## src/rtl/fetch_stage_pkg.sv

```systemverilog
// Shared types and constants for the instruction fetch front end.
package fetch_stage_pkg;

    localparam int XLEN    = 32;
    localparam int INSTR_W = 32;
    localparam int PC_STEP = 4;

    // Canonical RISC-V NOP (addi x0, x0, 0); used as the memory fill value.
    localparam logic [INSTR_W-1:0] NOP_INSTR = 32'h0000_0013;

    // RUN: requests may issue. DRAIN: waiting for discarded responses to return.
    typedef enum logic {
        RUN   = 1'b0,
        DRAIN = 1'b1
    } fetch_state_e;

    // Observation struct: FSM state and the three counters, zero-extended.
    typedef struct packed {
        fetch_state_e state;
        logic [7:0]   credits;
        logic [7:0]   outstanding;
        logic [7:0]   stale;
    } fetch_dbg_t;

    // Redirect targets are word aligned: the two low bits are dropped.
    function automatic logic [XLEN-1:0] align_pc(input logic [XLEN-1:0] addr);
        return {addr[XLEN-1:2], 2'b00};
    endfunction

endpackage

```

## src/rtl/fetch_stage_if.sv

```systemverilog
// Bus bundle between the fetch stage, instruction memory, the redirect
// source and the downstream instruction queue.
//
// Handshake rule: a request transfers on a rising clk edge where both
// imem_req_valid and imem_req_ready are 1. Once valid is raised, the address
// stays unchanged until that transfer happens. The only exception is a
// redirect, which withdraws the request. Responses, redirects, queue pushes,
// pops and flushes are single-cycle pulses with no back-pressure.
interface fetch_stage_if;
    import fetch_stage_pkg::*;

    logic            imem_req_valid;
    logic            imem_req_ready;
    logic [XLEN-1:0] imem_req_addr;
    logic            imem_rsp_valid;
    logic [INSTR_W-1:0] imem_rsp_data;
    logic            redirect_valid;
    logic [XLEN-1:0] redirect_pc;
    logic            q_write;
    logic [INSTR_W-1:0] q_wrData;
    logic [XLEN-1:0] q_wr_pc;
    logic            q_read_fire;
    logic            q_flush;

    // Fetch stage side.
    modport master (
        output imem_req_valid,
        input  imem_req_ready,
        output imem_req_addr,
        input  imem_rsp_valid,
        input  imem_rsp_data,
        input  redirect_valid,
        input  redirect_pc,
        output q_write,
        output q_wrData,
        output q_wr_pc,
        input  q_read_fire,
        output q_flush
    );

    // Environment side: memory, redirect source and queue.
    modport slave (
        input  imem_req_valid,
        output imem_req_ready,
        input  imem_req_addr,
        output imem_rsp_valid,
        output imem_rsp_data,
        output redirect_valid,
        output redirect_pc,
        input  q_write,
        input  q_wrData,
        input  q_wr_pc,
        output q_read_fire,
        input  q_flush
    );

endinterface

```

## src/rtl/fetch_stage_pc_tag_fifo.sv

```systemverilog
// Small FIFO holding the PC of every in-flight request. Responses come back
// in order, so the head entry is always the PC of the next response.
module pc_tag_fifo
    import fetch_stage_pkg::*;
#(
    parameter int DEPTH = 2
) (
    input  logic            clk,
    input  logic            rst,
    input  logic            push,
    input  logic [XLEN-1:0] push_pc,
    input  logic            pop,
    input  logic            clear,
    output logic [XLEN-1:0] head_pc
);

    localparam int PW = (DEPTH > 1) ? $clog2(DEPTH) : 1;
    localparam int CW = $clog2(DEPTH + 1);

    logic [XLEN-1:0] slots [DEPTH];
    logic [PW-1:0]   wr_ptr;
    logic [PW-1:0]   rd_ptr;
    logic [CW-1:0]   count;

    // Pointers wrap at DEPTH, so the depth does not have to be a power of two.
    function automatic logic [PW-1:0] ptr_inc(input logic [PW-1:0] p);
        return (p == PW'(DEPTH - 1)) ? '0 : p + PW'(1);
    endfunction

    // Pointer and occupancy tracking; clear drops every entry at once.
    always_ff @(posedge clk or negedge rst) begin
        if (!rst) begin
            wr_ptr <= '0;
            rd_ptr <= '0;
            count  <= '0;
        end else if (clear) begin
            wr_ptr <= '0;
            rd_ptr <= '0;
            count  <= '0;
        end else begin
            if (push) begin
                wr_ptr <= ptr_inc(wr_ptr);
            end
            if (pop) begin
                rd_ptr <= ptr_inc(rd_ptr);
            end
            count <= count + CW'(push) - CW'(pop);
        end
    end

    // Storage has no reset; entries are only read after they are written.
    always_ff @(posedge clk) begin
        if (push) begin
            slots[wr_ptr] <= push_pc;
        end
    end

    assign head_pc = slots[rd_ptr];

    a_no_overflow: assert property (@(posedge clk) disable iff (!rst)
        (push && !clear) |-> (count != CW'(DEPTH)));

    a_no_underflow: assert property (@(posedge clk) disable iff (!rst)
        (pop && !clear) |-> (count != '0));

endmodule

```

## src/rtl/fetch_stage.sv

```systemverilog
// Instruction fetch front end. It generates sequential PCs, requests words
// from instruction memory and pushes the returned words into the downstream
// queue. A credit counter mirrors the free slots in that queue, so a request
// only issues when its response is guaranteed a slot. A redirect flushes the
// queue. Responses that were already in flight at the redirect are counted
// as stale and are discarded when they return.
module fetch_stage
    import fetch_stage_pkg::*;
#(
    parameter logic [XLEN-1:0] RESET_PC = 32'h0000_0000,
    parameter int              QDEPTH   = 8,
    parameter int              MAX_OUT  = 2
) (
    input  logic          clk,
    input  logic          rst,
    fetch_stage_if.master bus,
    output fetch_dbg_t    dbg
);

    localparam int CW = $clog2(QDEPTH + 1);
    localparam int OW = $clog2(MAX_OUT + 1);

    fetch_state_e    state_q, state_d;
    logic [XLEN-1:0] pc_q, pc_d;
    logic [CW-1:0]   credits_q, credits_d;
    logic [OW-1:0]   out_q, out_d;
    logic [OW-1:0]   stale_q, stale_d;

    logic               q_write_q, q_write_d;
    logic [INSTR_W-1:0] q_wdata_q;
    logic [XLEN-1:0]    q_wpc_q;
    logic               q_flush_q;

    logic            req_valid;
    logic            fire;
    logic            rsp_stale;
    logic            rsp_live;
    logic            read_credit;
    logic [XLEN-1:0] head_pc;

    // Issue gating and per-cycle event decode. A redirect cycle never issues,
    // so the only in-flight requests at a redirect are already counted.
    always_comb begin
        req_valid   = rst && (state_q == RUN) && (credits_q != '0) &&
                      (out_q < OW'(MAX_OUT)) && !bus.redirect_valid;
        fire        = req_valid && bus.imem_req_ready;
        rsp_stale   = bus.imem_rsp_valid && (stale_q != '0);
        rsp_live    = bus.imem_rsp_valid && (stale_q == '0);
        // Pops reported during the flush cycle refer to entries that no
        // longer exist, so they must not return a credit.
        read_credit = bus.q_read_fire && !q_flush_q;
        q_write_d   = rsp_live && !bus.redirect_valid;
    end

    // Next-state logic for the FSM, PC and counters. A redirect overrides the
    // normal update.
    always_comb begin
        state_d   = state_q;
        pc_d      = pc_q;
        out_d     = out_q + OW'(fire) - OW'(bus.imem_rsp_valid);
        stale_d   = stale_q - OW'(rsp_stale);
        credits_d = credits_q - CW'(fire) + CW'(read_credit) + CW'(rsp_stale);

        if (fire) begin
            pc_d = pc_q + XLEN'(PC_STEP);
        end

        if ((state_q == DRAIN) && (stale_d == '0)) begin
            state_d = RUN;
        end

        if (bus.redirect_valid) begin
            pc_d = align_pc(bus.redirect_pc);
            // Every request still in flight after this cycle is stale. Each
            // stale response keeps its credit until it returns. The flushed
            // queue frees all other slots.
            stale_d   = out_d;
            credits_d = CW'(QDEPTH) - CW'(out_d);
            state_d   = (out_d != '0) ? DRAIN : RUN;
        end
    end

    // FSM state, fetch PC and counter registers.
    always_ff @(posedge clk or negedge rst) begin
        if (!rst) begin
            state_q   <= RUN;
            pc_q      <= RESET_PC;
            credits_q <= CW'(QDEPTH);
            out_q     <= '0;
            stale_q   <= '0;
        end else begin
            state_q   <= state_d;
            pc_q      <= pc_d;
            credits_q <= credits_d;
            out_q     <= out_d;
            stale_q   <= stale_d;
        end
    end

    // Registered queue push and flush. The data and PC fields hold their
    // last value between pushes.
    always_ff @(posedge clk or negedge rst) begin
        if (!rst) begin
            q_write_q <= 1'b0;
            q_wdata_q <= '0;
            q_wpc_q   <= '0;
            q_flush_q <= 1'b0;
        end else begin
            q_write_q <= q_write_d;
            q_flush_q <= bus.redirect_valid;
            if (q_write_d) begin
                q_wdata_q <= bus.imem_rsp_data;
                q_wpc_q   <= head_pc;
            end
        end
    end

    pc_tag_fifo #(
        .DEPTH (MAX_OUT)
    ) u_tags (
        .clk     (clk),
        .rst     (rst),
        .push    (fire),
        .push_pc (pc_q),
        .pop     (rsp_live && !bus.redirect_valid),
        .clear   (bus.redirect_valid),
        .head_pc (head_pc)
    );

    assign bus.imem_req_valid = req_valid;
    assign bus.imem_req_addr  = pc_q;
    assign bus.q_write        = q_write_q;
    assign bus.q_wrData       = q_wdata_q;
    assign bus.q_wr_pc        = q_wpc_q;
    assign bus.q_flush        = q_flush_q;

    assign dbg = '{state:       state_q,
                   credits:     8'(credits_q),
                   outstanding: 8'(out_q),
                   stale:       8'(stale_q)};

    a_rsp_needs_request: assert property (@(posedge clk) disable iff (!rst)
        bus.imem_rsp_valid |-> (out_q != '0));

    a_credit_bounds: assert property (@(posedge clk) disable iff (!rst)
        (credits_q <= CW'(QDEPTH)) && !(fire && (credits_q == '0)));

    a_write_flush_exclusive: assert property (@(posedge clk) disable iff (!rst)
        !(q_write_q && q_flush_q));

endmodule

```

## src/flat_wrapper.sv

```systemverilog
// flat-port wrapper written by rule: the top's interface ports become plain ports
module fetch_stage_flat import fetch_stage_pkg::*;
#(
    parameter logic [XLEN-1:0] RESET_PC = 32'h0000_0000,
    parameter int              QDEPTH   = 8,
    parameter int              MAX_OUT  = 2
)
  (clk, rst, dbg, bus_imem_req_valid, bus_imem_req_ready, bus_imem_req_addr, bus_imem_rsp_valid, bus_imem_rsp_data, bus_redirect_valid, bus_redirect_pc, bus_q_write, bus_q_wrData, bus_q_wr_pc, bus_q_read_fire, bus_q_flush);
  fetch_stage_if bus_i ();
  input  logic clk;
  input  logic rst;
  output fetch_dbg_t dbg;
  output wire logic [$bits(bus_i.imem_req_valid)-1:0] bus_imem_req_valid;
  input wire logic [$bits(bus_i.imem_req_ready)-1:0] bus_imem_req_ready;
  output wire logic [$bits(bus_i.imem_req_addr)-1:0] bus_imem_req_addr;
  input wire logic [$bits(bus_i.imem_rsp_valid)-1:0] bus_imem_rsp_valid;
  input wire logic [$bits(bus_i.imem_rsp_data)-1:0] bus_imem_rsp_data;
  input wire logic [$bits(bus_i.redirect_valid)-1:0] bus_redirect_valid;
  input wire logic [$bits(bus_i.redirect_pc)-1:0] bus_redirect_pc;
  output wire logic [$bits(bus_i.q_write)-1:0] bus_q_write;
  output wire logic [$bits(bus_i.q_wrData)-1:0] bus_q_wrData;
  output wire logic [$bits(bus_i.q_wr_pc)-1:0] bus_q_wr_pc;
  input wire logic [$bits(bus_i.q_read_fire)-1:0] bus_q_read_fire;
  output wire logic [$bits(bus_i.q_flush)-1:0] bus_q_flush;
  assign bus_imem_req_valid = bus_i.imem_req_valid;
  assign bus_i.imem_req_ready = bus_imem_req_ready;
  assign bus_imem_req_addr = bus_i.imem_req_addr;
  assign bus_i.imem_rsp_valid = bus_imem_rsp_valid;
  assign bus_i.imem_rsp_data = bus_imem_rsp_data;
  assign bus_i.redirect_valid = bus_redirect_valid;
  assign bus_i.redirect_pc = bus_redirect_pc;
  assign bus_q_write = bus_i.q_write;
  assign bus_q_wrData = bus_i.q_wrData;
  assign bus_q_wr_pc = bus_i.q_wr_pc;
  assign bus_i.q_read_fire = bus_q_read_fire;
  assign bus_q_flush = bus_i.q_flush;
  fetch_stage #(.RESET_PC(RESET_PC), .QDEPTH(QDEPTH), .MAX_OUT(MAX_OUT)) u_core (.clk(clk), .rst(rst), .bus(bus_i), .dbg(dbg));
endmodule
```

## config.mk

```make
export PLATFORM = sky130hd
export DESIGN_NAME = fetch_stage_flat
export DESIGN_NICKNAME = d
export VERILOG_FILES = /design/src/rtl/fetch_stage_pkg.sv /design/src/rtl/fetch_stage_if.sv /design/src/rtl/fetch_stage_pc_tag_fifo.sv /design/src/rtl/fetch_stage.sv /design/src/flat_wrapper.sv
export SDC_FILE = /design/constraint.sdc
export NUM_CORES = 1
export LEC_CHECK = 0
export ABC_AREA = 1
export CAP_MARGIN = 20
export CORE_MARGIN = 1.5
export CORE_UTILIZATION = 53
export CTS_CLUSTER_DIAMETER = 40
export CTS_CLUSTER_SIZE = 8
export DETAILED_ROUTE_END_ITERATION = 8
export GPL_ROUTABILITY_DRIVEN = 0
export GPL_TIMING_DRIVEN = 0
export PLACE_DENSITY = 0.84
export SLEW_MARGIN = 10
export SYNTH_ARGS = -nofsm -noshare
export SYNTH_HDL_FRONTEND = slang
export SYNTH_SLANG_ARGS = --single-unit
```

## constraint.sdc

```tcl
create_clock -name clk -period 6.5 [get_ports clk]
set_input_delay 1.95 -clock clk [delete_from_list [all_inputs] [get_ports clk]]
set_output_delay 1.95 -clock clk [all_outputs]
set_load 0.02 [all_outputs]
```

* Yosys cells after proc, flatten, opt, wreduce, memory -nomap -nowiden
Memory sizes are Yosys's and may differ from the RTL's. A register that Yosys moved wholly into a read port is not among the register bits.
Index checks and enable logic that the tools add are counted.
** Cells by class
- Multiplexer cells :: 15
- Bitwise gates (word level) :: 1
- Add/sub/neg operators :: 10
- Reductions and logical operators :: 21
- $lt $le $gt $ge :: 1
** Operator list (count)
- $mux W32 :: 2
- $add A32 B3 Y32 const B :: 1
- $mux W1 :: 11
- $logic_and A1 B1 Y1 :: 10
- $reduce_bool A2 Y1 :: 5
- $add A4 B1 Y4 :: 2
- $logic_not A2 Y1 :: 2
- $mux W4 :: 1
- $reduce_bool A4 Y1 :: 1
- $sub A2 B1 Y2 :: 2
- $sub A4 B1 Y4 :: 1
- $sub A4 B2 Y4 const A :: 1
- $logic_not A1 Y1 :: 3
- $add A1 B1 Y1 const B :: 2
- $add A2 B1 Y2 :: 1
- $lt A2 B2 Y1 const B :: 1
- $mux W2 :: 1
- $not A1 Y1 :: 1
** Word-level totals
- Word-level logic and storage cells :: 59
- Bits in writable memories :: 64
- Input bits :: 70
- Register bits :: 77
- Memories :: 1
- Output and inout bits :: 124
** Memory list
- u_core.u_tags.slots :: words 2, width 32, read ports 1, clocked after Yosys merged registers in 1, wr ports 1, RTL line fetch_stage_pc_tag_fifo.sv:20 : logic [XLEN-1:0] slots [DEPTH];

* Depth between registers and ports, before layout
- Word-level depth :: 11
- Mapped depth :: 16
- Depth with buffers taken out :: 15

* Modules after synthesis
Synthesis repeated with hierarchy kept, for this count alone.
** Unflattened totals
- Cell total of the unflattened synthesis :: 909
- Area total of the unflattened synthesis :: 7963.9 um^2
** By module, submodules not included
- fetch_stage :: area an instance 5481.5 um^2, cells each 728, instances 1
- pc_tag_fifo :: area an instance 2482.4 um^2, cells each 181, instances 1

* Worst setup path after synthesis
OpenSTA, ideal clock, no wires.
- Kind :: input to output
- Start point :: input bus_redirect_valid
- End point :: output bus_imem_req_valid
- Buffers on the path :: 0
- Arrival :: 2.402 ns
- Stages :: 4
- Path slack :: 2.148 ns
- Path through :: inv_2 -> nand2_1 -> nor2_1 -> and2_1
** On the way
- Longest elaborated chain between the ends :: 2
** RTL lines
- start: declaration :: RTL line flat_wrapper.sv:18 : input wire logic [$bits(bus_i.redirect_valid)-1:0] bus_redirect_valid;
- $logic_not A1 Y1 :: RTL line fetch_stage.sv:45 : (out_q < OW'(MAX_OUT)) && !bus.redirect_valid;
- $logic_and A1 B1 Y1 :: RTL line fetch_stage.sv:45
- end: declaration :: RTL line flat_wrapper.sv:13 : output wire logic [$bits(bus_i.imem_req_valid)-1:0] bus_imem_req_valid;
No other way between the ends.

* Worst setup path in the final report
- Start point :: input rst
- End point :: output bus_imem_req_valid
** On the way
- Longest elaborated chain between the ends :: 4
** RTL lines
- start: declaration :: RTL line flat_wrapper.sv:11 : input logic rst;
- $logic_and A1 B1 Y1 (3 in series) :: RTL line fetch_stage.sv:44 : req_valid = rst && (state_q == RUN) && (credits_q != '0) &&
- $logic_and A1 B1 Y1 :: RTL line fetch_stage.sv:45
No other way between the ends.

==> flow_summary.json <==
{
  "setup_viol": 0,
  "postCtsHoldBufs": 0,
  "cts_resized": 0,
  "ys_types": 31,
  "ir_drop_uv": 218.7,
  "netlist.area_leader.share_pct": 34.33,
  "postRouteAntennaNets": 0,
  "clock_latency_ps": 420,
  "nFillCells": 986,
  "ys_seq_elements": 165,
  "die_w_um": 122.6,
  "synth_flop_cell": "dfrtp_1",
  "cts_tree": "yes",
  "cts_setup_buffers": 0,
  "slowest_delay_ps": 600,
  "end_kind": "output port",
  "max_freq_mhz": 178.4,
  "avgSynthCellArea_um2": 9.167,
  "worstMarginPinSlew_ps": 613.8,
  "leakagePower_uw": 0.004623,
  "synth_most_common_cell": "nand2_1",
  "clkSinkCount": 165,
  "start_util_pct": 54.40,
  "slew_headroom_pct": 59.08,
  "cp_cell_sequence": "buf_6, buf_16, nand2_1, nor2_1, and2_1, clkdlybuf4s50_1",
  "core_um2": 13930,
  "grt_max_degree": 67,
  "rows": 43,
  "final.setup.tns_ps": 0,
  "ios": 194,
  "crit_family": "buffers and inverters",
  "hold_class": "flop to flop",
  "cap_violations": 0,
  "async_reset_ff_share_pct": 63.64,
  "antenna_found_initial": 0,
  "port_buffers": 171,
  "htreeDepth": 4,
  "multiInputGateArea_um2": 2686,
  "ff_latch_area_um2": 4431,
  "routed_wl_um": 19230,
  "drv_slew": 0,
  "start_kind": "primary input",
  "area_delta_synth_final_pct": 34.97,
  "path_max_fanout": 66,
  "placed_area_um2": 9673,
  "final_area_um2": 10230,
  "num_antenna_cells": 0,
  "crit_required_ps": 4550,
  "fin_skew_ps": 9.181,
  "yosys.area.top_type": "dfrtp_1",
  "outcome": "completed",
  "synth_cells": 827,
  "finalPower_uw": 3998,
  "min_period_ps": 5604,
  "place_hpwl_um": 13690,
  "drc": 0,
  "grt_pass1_wl_um": 30730,
  "wl_per_cell_um": 15.61,
  "synthTopCellsByCount": "nand2_1 (296), dfrtp_1 (104), nor2_1 (100), nand3_1 (64), edfxtp_1 (60)",
  "die_h_um": 122.6,
  "post_route_cells_drive_above_1_share_pct": 10.36,
  "num_vias": 6323,
  "hold_violations": 0,
  "min_period_over_period_pct": 86.21,
  "cts_root_buf": "clkbuf_16",
  "ys_warn_count": 0,
  "syn_area_um2": 7581,
  "dr.first_iter.drc_count": 458,
  "grt_pass1_vias": 6151,
  "via_per_inst": 5.132,
  "crit_slowest_cell": "clkdlybuf4s50_1",
  "grt_usage_pct": 26.91,
  "die-area_um2": 15030,
  "path_buf_inv": 3,
  "numCtsBuffers": 17,
  "synth_edf_count": 60,
  "grt-ovfl-total": 0,
  "clkTransAtPathRegs_ps": 60,
  "critPathKind": "primary input to output port",
  "nNetsFinal": 1120,
  "p_per_area_nw_per_um2": 390.7,
  "rsz0062_at_grt": "false",
  "worstPathArrival_ps": 3650,
  "seq_area_frac_synth_pct": 58.44,
  "clock_path_buffers": 2,
  "yosys-top-cells-area": "dfrtp_1 (34%), edfxtp_1 (24%), nand2_1 (15%)",
  "first_pass_iters": 5
}
-- per-layer routing --
metal	vias to the layer above	GRT usage, %	part of all wire, %
li1	3033	-	-
met1	2969	33.98	41
met2	277	45.46	49
met3	44	5.530	7.8
met4	0	10.90	2.7
met5	-	0	0
-- through the flow --
step                      setup WS, ps  utilization [%]  cells  hold WS, ps
after global placement           -2797            68.82   1197        451.9
after CTS                        851.3            73.43   1232        472.2
after detailed placement         865.2            69.42   1200        458.2
final                            896.1            73.43   1232        468.9
after floorplan                   2148                -    846        502.3
after global routing             752.1            73.43   1232        480.4
-- logic make-up after synthesis --
family,synth area share (%)
AO/OA/AOI/OAI,6.205
XOR/XNOR,0.9241
adder cells (fa/ha/maj),2.014
buffers and inverters,7.262
flip-flops,58.44
other,0.04947
AND/OR/NAND/NOR,25.10
-- power breakdown --
group | switching (µW) | internal, µW
Clock | 382 | 570
Combinational | 829 | 679
Sequential | 193 | 1340
-- state kept, by name (all words and copies together) (netlist names) --
| name | count |
|---|---|
| u_core.bus.q_wrData | 32 |
| u_core.u_tags.wr_ptr | 1 |
| u_core.stale_q | 2 |
| u_core.out_q | 2 |
| u_core.credits_q | 4 |
| u_core.bus.q_wr_pc | 30 |
| u_core.bus.q_flush | 1 |
| u_core.bus.imem_req_addr | 30 |
| u_core.state_q | 1 |
| u_core.u_tags.slots | 60 |
| u_core.u_tags.rd_ptr | 1 |
| u_core.bus.q_write | 1 |
-- worst register-to-register path, delay by kind of cell (launching register included) --
family / cells / cell delay, ps
AOI/OAI and AO/OA: 2 / 230
adders and majority gates: 4 / 1290
buffers and inverters: 3 / 430
DFF: 1 / 530
and+or+nand+nor: 3 / 420
-- cells in the final DEF (no fill, tap or decap), types with 3 or more instances in the layout --
| cell type | instances |
|---|---|
| ha_1 | 9 |
| buf_2 | 17 |
| edfxtp_1 | 60 |
| clkinv_2 | 5 |
| clkbuf_1 | 9 |
| clkbuf_16 | 17 |
| and2_1 | 3 |
| nor2_1 | 98 |
| o31ai_1 | 12 |
| nor2_2 | 4 |
| o21ai_0 | 9 |
| buf_4 | 22 |
| xnor2_1 | 4 |
| conb_1 | 20 |
| dfrtp_1 | 104 |
| a21oi_1 | 3 |
| o21bai_1 | 9 |
| nand2_1 | 296 |
| inv_2 | 4 |
| nand3_1 | 64 |
| o31ai_2 | 18 |
| or2_2 | 3 |
| buf_1 | 3 |
| buf_6 | 4 |
| o211ai_1 | 3 |
| inv_1 | 58 |
| xor2_1 | 4 |
| clkdlybuf4s50_1 | 170 |
| nor2_4 | 3 |
-- path summary, 6_finish.rpt --
| kind | startpoint | endpoint | slack, ps | cells past startpoint |
|---|---|---|---|---|
| max in group asynchronous | rst | u_core.credits_q[3]$_DFF_PN1_ | 4370 | 2 |
| worst min register to register | u_core.bus.q_wrData[2]$_DFFE_PN0P_ | u_core.bus.q_wrData[2]$_DFFE_PN0P_ | 470 | 2 |
| min in group asynchronous | rst | u_core.bus.q_wrData[10]$_DFFE_PN0P_ | 1440 | 1 |
| worst max register to register | u_core.credits_q[3]$_DFF_PN1_ | u_core.credits_q[2]$_DFF_PN0_ | 3530 | 12 |
| worst max-delay path | rst | bus_imem_req_valid | 900 | 6 |
| worst min-delay path | u_core.bus.q_wrData[2]$_DFFE_PN0P_ | u_core.bus.q_wrData[2]$_DFFE_PN0P_ | 470 | 2 |
-- area by class of cell --
| type | instances | area share (%) |
|---|---|---|
| flip-flops and latches | 165 | 43.30 |
| multi-input cells | 568 | 26.25 |
| repair buffers | 174 | 17.40 |
| clock buffers | 21 | 4.402 |
| plain buffers | 51 | 3.106 |
| inverters | 62 | 2.274 |
| well taps | 180 | 2.201 |
| clock inverters | 11 | 1.064 |
(Power assumes the default switching activity.)
